**config.mk**
```make
export PLATFORM = sky130hd
export DESIGN_NAME = seq_mult
export DESIGN_NICKNAME = d
export VERILOG_FILES = /design/src/rtl/seq_mult_pkg.sv /design/src/rtl/seq_mult_step.sv /design/src/rtl/seq_mult.sv
export SDC_FILE = /design/constraint.sdc
export NUM_CORES = 1
export LEC_CHECK = 0
export ABC_AREA = 1
export ABC_CLOCK_PERIOD_IN_PS = 5800
export BUFFER_PORTS_ARGS = -buffer_cell sky130_fd_sc_hd__buf_4
export CORE_AREA = 2 2 67 69
export DETAILED_ROUTE_END_ITERATION = 16
export DIE_AREA = 0 0 69 71
export PLACE_DENSITY = 0.9
export SYNTH_ARGS = -nofsm -noshare
export SYNTH_HDL_FRONTEND = slang
export SYNTH_SLANG_ARGS = --single-unit
```
**constraint.sdc**
```tcl
create_clock -name clk -period 5.8 [get_ports clk]
set_clock_uncertainty 0.15 [all_clocks]
set_input_delay 0.58 -clock clk [delete_from_list [all_inputs] [get_ports clk]]
set_output_delay 0.58 -clock clk [all_outputs]
set_load 0.02 [all_outputs]
```
**src/rtl/seq_mult_pkg.sv**
```systemverilog
// Shared arithmetic datapath definitions: controller state encoding common to the
// sequential multiplier and divider, default operand width, counter sizing helper.
package seq_mult_pkg;

  localparam int unsigned ARITH_W_DEFAULT = 8;

  // Encoding is shared with the divider controller; keep values stable.
  typedef enum logic [1:0] {
    ST_IDLE = 2'b00,
    ST_RUN  = 2'b01,
    ST_DONE = 2'b10
  } arith_state_e;

  // Bits needed to hold an iteration count from n down to 0.
  function automatic int unsigned cnt_width(input int unsigned n);
    return $clog2(n + 1);
  endfunction

endpackage

```
**src/rtl/seq_mult_step.sv**
```systemverilog
// One shift-add iteration: conditionally add M to the upper half, then shift {ACC, Q} right.
// Purely combinational; the carry lands in ACC[N] before the shift so nothing is lost.
module seq_mult_step
  import seq_mult_pkg::*;
#(
  parameter int unsigned N = ARITH_W_DEFAULT
) (
  input  logic [N:0]   acc,
  input  logic [N-1:0] q,
  input  logic [N-1:0] m,
  output logic [N:0]   acc_nxt,
  output logic [N-1:0] q_nxt
);

  logic [N:0] sum;

  always_comb begin
    sum     = acc + (q[0] ? {1'b0, m} : '0);
    acc_nxt = {1'b0, sum[N:1]};
    q_nxt   = {sum[0], q[N-1:1]};
  end

endmodule

```
**src/rtl/seq_mult.sv**
```systemverilog
// Sequential shift-add unsigned multiplier: N-cycle latency from accept to done, one bit per clock.
// start is honoured only in IDLE/DONE (held start gives back-to-back products every N+1 cycles).
module seq_mult
  import seq_mult_pkg::*;
#(
  parameter int unsigned N = ARITH_W_DEFAULT
) (
  input  logic           clk,
  input  logic           clr,
  input  logic           start,
  input  logic [N-1:0]   a,
  input  logic [N-1:0]   b,
  output logic           busy,
  output logic           done,
  output logic [2*N-1:0] product
);

  localparam int unsigned CW = cnt_width(N);

  arith_state_e   state_q, state_d;
  logic [N-1:0]   m_q, m_d;
  logic [N:0]     acc_q, acc_d;
  logic [N-1:0]   q_q, q_d;
  logic [CW-1:0]  cnt_q, cnt_d;
  logic           busy_q, busy_d;
  logic           done_q, done_d;
  logic [2*N-1:0] product_q, product_d;

  logic [N:0]     step_acc;
  logic [N-1:0]   step_q;

  seq_mult_step #(.N(N)) u_step (
    .acc     (acc_q),
    .q       (q_q),
    .m       (m_q),
    .acc_nxt (step_acc),
    .q_nxt   (step_q)
  );

  always_comb begin
    state_d   = state_q;
    m_d       = m_q;
    acc_d     = acc_q;
    q_d       = q_q;
    cnt_d     = cnt_q;
    done_d    = 1'b0;
    product_d = product_q;

    case (state_q)
      ST_IDLE, ST_DONE: begin
        if (start) begin
          m_d     = a;
          acc_d   = '0;
          q_d     = b;
          cnt_d   = CW'(N);
          state_d = ST_RUN;
        end else if (state_q == ST_DONE) begin
          state_d = ST_IDLE;
        end
      end
      ST_RUN: begin
        // start is deliberately ignored here: no queueing, operands not sampled.
        acc_d = step_acc;
        q_d   = step_q;
        cnt_d = cnt_q - CW'(1);
        if (cnt_q == CW'(1)) begin
          product_d = {step_acc[N-1:0], step_q};
          done_d    = 1'b1;
          state_d   = ST_DONE;
        end
      end
      default: state_d = ST_IDLE;
    endcase

    busy_d = (state_d == ST_RUN);
  end

  always_ff @(posedge clk or posedge clr) begin
    if (clr) begin
      state_q   <= ST_IDLE;
      m_q       <= '0;
      acc_q     <= '0;
      q_q       <= '0;
      cnt_q     <= '0;
      busy_q    <= 1'b0;
      done_q    <= 1'b0;
      product_q <= '0;
    end else begin
      state_q   <= state_d;
      m_q       <= m_d;
      acc_q     <= acc_d;
      q_q       <= q_d;
      cnt_q     <= cnt_d;
      busy_q    <= busy_d;
      done_q    <= done_d;
      product_q <= product_d;
    end
  end

  assign busy    = busy_q;
  assign done    = done_q;
  assign product = product_q;

endmodule
```
=== Word level (Yosys, flattened, before mapping) ===
Index checks and enable logic that the tools add are counted.

* Add/sub/neg operators: 2
* Multipliers: 0
* Divide/modulo/power cells: 0
* Order comparisons: 0
* Eq/ne operators: 5
* Shifts and indexed selects: 0
* Mux-type cells: 13
* Bitwise logic cells: 0
* Reductions and logical operators: 6

{| class="wikitable"
|+ Operator list
! cell !! number
|-
| $pmux W9 S2 || 1
|-
| $mux W8 || 2
|-
| $pmux W8 S2 || 1
|-
| $add A9 B9 Y9 || 1
|-
| $mux W9 || 1
|-
| $pmux W4 S2 || 1
|-
| $mux W2 || 3
|-
| $reduce_and A2 Y1 || 3
|-
| $eq A2 B1 Y1 const B || 2
|-
| $eq A4 B1 Y1 const B || 1
|-
| $mux W4 || 1
|-
| $pmux W2 S2 || 1
|-
| $sub A4 B1 Y4 const B || 1
|-
| $eq A2 B2 Y1 const B || 1
|-
| $logic_not A2 Y1 || 1
|-
| $mux W1 || 2
|-
| $ne A2 B2 Y1 const B || 1
|-
| $reduce_bool A2 Y1 || 1
|-
| $reduce_or A2 Y1 || 1
|}

* Bits in registers: 49
* Latch bits: 0
* RAM bits: 0
* ROM bits: 0
* Memories kept: 0

=== Longest topological paths before layout ===
* Word-level depth: 5
* Gate-level depth with buffers: 13
* Mapped depth without buffers: 12

=== Cells and area by module ===
A second synthesis with hierarchy kept.

* Cells, all modules: 316
* Area, all modules: 2548.7 um2

{| class="wikitable"
|+ By module, submodules not included
! module !! times used !! cells each !! area an instance (um2)
|-
| seq_mult || 1 || 220 || 2034.5
|-
| seq_mult_step || 1 || 96 || 514.2
|}

=== Least setup slack after synthesis ===
Ideal clock, no wire load.

* Path type: reg2reg
* Start point: register q_q[0]
* End point: register acc_q[7]
* Library setup time: 0.117 ns
* Data arrival time: 1.663 ns
* Data required time: 5.533 ns
* Path slack: 3.871 ns
* Stages on the path, launching flop included: 14
* Buffers on the path: 1
* Period minus slack after synthesis: 1.929 ns
* Cell sequence: dfrtp_1 clkbuf_1 nand2_1 inv_1 ha_1 fa_1 nand2_1 nand2_1 nand3_1 nand2_1 nand2_1 nand2_1 nand2_1 nand2_1

* Longest elaborated chain between the ends: 3

{| class="wikitable"
|+ RTL lines
! element !! RTL line !! text
|-
| start, declared || seq_mult.sv:23 || <nowiki>logic [N-1:0] q_q, q_d;</nowiki>
|-
| start signal, assigned || seq_mult.sv:92 || <nowiki>q_q <= q_d;</nowiki>
|-
| $mux W8 || seq_mult_step.sv:18 || <nowiki>sum = acc + (q[0] ? {1'b0, m} : '0);</nowiki>
|-
| $add A9 B9 Y9 || seq_mult_step.sv:18 ||
|-
| $pmux W9 S2 || seq_mult.sv:49 || <nowiki>case (state_q)</nowiki>
|-
| end signal, assigned || seq_mult.sv:82 || <nowiki>acc_q <= '0;</nowiki>
|-
| end signal, assigned || seq_mult.sv:91 || <nowiki>acc_q <= acc_d;</nowiki>
|-
| end, declared || seq_mult.sv:22 || <nowiki>logic [N:0] acc_q, acc_d;</nowiki>
|}

No other way between the ends.
A chain may end at the register's enable or synchronous reset.

=== Worst setup path after layout ===
* Start point: register q_q[0]
* End point: register product_q[15], in the netlist product[15]

* Longest elaborated chain between the ends: 2

{| class="wikitable"
|+ RTL lines
! element !! RTL line !! text
|-
| $mux W8 || seq_mult_step.sv:18 ||
|-
| $add A9 B9 Y9 || seq_mult_step.sv:18 ||
|-
| end signal, assigned || seq_mult.sv:96 || <nowiki>product_q <= product_d;</nowiki>
|-
| end, declared || seq_mult.sv:27 || <nowiki>logic [2*N-1:0] product_q, product_d;</nowiki>
|}

No other way between the ends.

==> impl_metrics.env <==
export IMPL_fmax_mhz=491
export IMPL_synthesis_area_per_instance_um2=9.15
export IMPL_syn_nets=291
export IMPL_gr_usage_all_layers=0.206
export IMPL_rsz0062_at_grt="false"
export IMPL_cts_root_buf="sky130_fd_sc_hd__clkbuf_8"
export IMPL_wire_length_of_the_first_global_routing_pass_um=8050
export IMPL_drt_wirelength_per_cell_um=13.5
export IMPL_endpoint_of_the_lowest_slack_register_to_register_path="product[15]"
export IMPL_dp_cells=341
export IMPL_antenna_cells_inserted=0
export IMPL_top_ff_cell_synth="sky130_fd_sc_hd__dfrtp_1"
export IMPL_yosys_warnings=0
export IMPL_flow_area_growth_from_synthesis_pct=15.9
export IMPL_rows=24
export IMPL_outcome="finished, final reports clean"
export IMPL_synth_distinct_cells=31
export IMPL_placement_cell_area_mm2=0.00266
export IMPL_htreeDepth=2
export IMPL_postRouteWirelength_um=4720
export IMPL_setup_worst_path_end_class="register"
export IMPL_first_iter_violations=116
export IMPL_coreArea_mm2=0.00420
export IMPL_synth_most_common_cell="sky130_fd_sc_hd__nand2_1"
export IMPL_hold_start="product[9]"
export IMPL_cts_buffers_inserted=5
export IMPL_cts_repair_resized=0
export IMPL_hpwl_detailed_um=3440
export IMPL_yosys_register_bits=48
export IMPL_drcViolationCount=0
export IMPL_synth_area_leaders="sky130_fd_sc_hd__dfrtp_1 50%, sky130_fd_sc_hd__nand2_1 12%, sky130_fd_sc_hd__ha_1 5.2%"
export IMPL_critical_path_arrival_ns=2.09
export IMPL_antenna_found_initial=0
export IMPL_die_area_mm2=0.00490
export IMPL_worst_slew_margin_rel=0.368
export IMPL_postSynthCellCount=261
export IMPL_netlist_area_mm2=0.00239
export IMPL_ys_top_cells_by_count="75 x sky130_fd_sc_hd__nand2_1, 48 x sky130_fd_sc_hd__dfrtp_1, 30 x sky130_fd_sc_hd__inv_1"
export IMPL_grt_overflow_total=0
export IMPL_clock_tree_from_tritoncts="done"
export IMPL_asyncSetResetFlopFracSynth=1.00
export IMPL_ant_nets=0
export IMPL_crit_path_max_fanout=9
export IMPL_holdPathStages=2
export IMPL_power_density_cell_area_mw_per_mm2=628
export IMPL_finalNonFillerCells=349
export IMPL_port_buffers=36
export IMPL_report_final_setup_viol=0
export IMPL_timing_hold_worst_endpoint="product[9]"
export IMPL_final_max_slew_viol_count=0
export IMPL_yosysTopAreaCell="sky130_fd_sc_hd__dfrtp_1"
export IMPL_regToRegStartpoint="q_q[0]"
export IMPL_irDropWorstVdd_mv=0.232
export IMPL_setup_worst_path_class="reg2reg"
export IMPL_insertion_delay_ns=0.30
export IMPL_crit_path_time_final_ns=2.03
export IMPL_postCtsSetupBuffers=0
export IMPL_finalSetupTns_ns=0
export IMPL_gp_routability_congestion=0.777
export IMPL_fp_dieW_um=69
export IMPL_reg2reg_depth=12
export IMPL_cap_viol_max_count=0
export IMPL_effective_utilization_at_floorplan=0.568
export IMPL_filler_cell_count=328
export IMPL_viasPerCell=5.30
export IMPL_critical_path_startpoint_type="register"
export IMPL_io_pins=37
export IMPL_cts_num_sinks=48
export IMPL_finalHoldViolCount=0
export IMPL_grt_max_degree=49
export IMPL_first_global_vias=1837
export IMPL_clk_pin_slew_ns=0.09
export IMPL_synth_yosys_seq_area_share=0.503
export IMPL_crit_required_ns=5.86
export IMPL_ctsLongestPathBuffers=2
export IMPL_post_route_cell_area_mm2=0.00277
export IMPL_tightest_slew_ns=0.947
export IMPL_routed_via_count=1849
export IMPL_setup_reg_to_reg_worst_slack_ns=3.77
export IMPL_fin_nets=326
export IMPL_detailedPlace_worstSlack_ns=3.78
export IMPL_drive_gt1_frac=0.256
export IMPL_leakagePower_nw=1.52
export IMPL_fin_worst_hold_slack_ns=0.333
export IMPL_drtPass1Iterations=5
export IMPL_synth_enable_flop_cells=0
export IMPL_synth_top_area_frac=0.503
export IMPL_hp_class="reg2reg"
export IMPL_period_share=0.351
export IMPL_post_route_worst_setup_slack_ns=3.77
export IMPL_total_of_hold_buffers_inserted_after_clock_tree_synthesis=0
export IMPL_die_y_um=71
-- registers in the layout, indices dropped and copies added, names as in the netlist --
name	count
state_q	2
product	16
busy	1
m_q	8
q_q	8
done	1
cnt_q	4
acc_q	8
-- critical path, cell delays in order (launching register included) --
cell and delay, ns:
sky130_fd_sc_hd__dfrtp_1 0.48, sky130_fd_sc_hd__nand2_1 0.10, sky130_fd_sc_hd__inv_1 0.04, sky130_fd_sc_hd__ha_1 0.20, sky130_fd_sc_hd__fa_1 0.40, sky130_fd_sc_hd__nand2_1 0.09, sky130_fd_sc_hd__nand2_1 0.08, sky130_fd_sc_hd__nand3_1 0.10
sky130_fd_sc_hd__nand2_1 0.07, sky130_fd_sc_hd__nand2_1 0.06, sky130_fd_sc_hd__nand2_1 0.06, sky130_fd_sc_hd__nand2_1 0.06, sky130_fd_sc_hd__nand2_1 0.05
-- through the flow --
| step | utilization | total power (W) |
|---|---|---|
| floorplan | - | 0.00127 |
| global placement | 0.633 | 0.00143 |
| detailed placement | 0.633 | 0.00149 |
| CTS | 0.658 | 0.00174 |
| global route | 0.658 | 0.00188 |
| finish | 0.658 | 0.00174 |
-- report_power, final --
part	leakage (nW)	total (W)	internal (W)	switching (W)
logic	0.874	0.000912	0.000346	0.000566
clock network	0.0552	0.000236	0.000128	0.000108
registers	0.591	0.000589	0.000495	0.0000940
total	1.52	0.00174	0.000969	0.000768
-- layer usage --
layer  routed length (um)  GRT usage  vias to the layer above
li1                     -          -                      902
met1                 2020      0.256                      873
met2                 2290      0.344                       60
met3                  268     0.0484                       14
met4                  131     0.0980                        0
met5                    0          0                        -
-- final cells by class --
cell class | instances | area (um^2) | area share
clock buffer | 6 | 72.6 | 0.0262
multi-input combinational | 169 | 983 | 0.355
timing repair buffer | 36 | 270 | 0.0976
clock inverter | 2 | 35.0 | 0.0127
sequential | 48 | 1200 | 0.434
tap | 52 | 65.1 | 0.0235
inverter | 36 | 140 | 0.0506
-- cell families (layout without fill, tap and decap cells) --
| logic type | Yosys count | in the layout | share of synthesized area |
|---|---|---|---|
| xor gates and xnor gates | 2 | 2 | 0.00734 |
| buffers and inverters | 44 | 80 | 0.0854 |
| DFF | 48 | 48 | 0.503 |
| muxes | 8 | 8 | 0.0377 |
| adders and majority gates | 11 | 11 | 0.0608 |
| AOI/OAI and AO/OA | 35 | 35 | 0.0985 |
| and+or+nand+nor | 113 | 113 | 0.207 |
-- placed cells by master, fill, tap and decap left out, drive strengths merged, types with 2 or more instances in the layout --
cell type	netlist	final
ha	10	10
inv	36	36
dfrtp	48	48
nor3	2	2
o22ai	4	4
clkbuf	1	6
nand3	16	16
o21ai	20	20
nand3b	2	2
buf	7	36
nor2	11	11
o211ai	4	4
mux2	8	8
nand2	81	81
a21oi	3	3
-- worst max-delay path by stage --
stage | cells after the start | start | end | slack [ns]
finish | 12 | q_q[0] | product[15] | 3.77
global route | 12 | q_q[0] | acc_q[7] | 3.57
CTS | 12 | q_q[0] | product[15] | 3.75
detailed placement | 12 | q_q[0] | acc_q[7] | 3.78
global placement | 12 | q_q[0] | product[15] | 3.86
floorplan | 13 | q_q[0] | acc_q[7] | 3.87
Note: power is estimated with default switching activity, not from simulation.
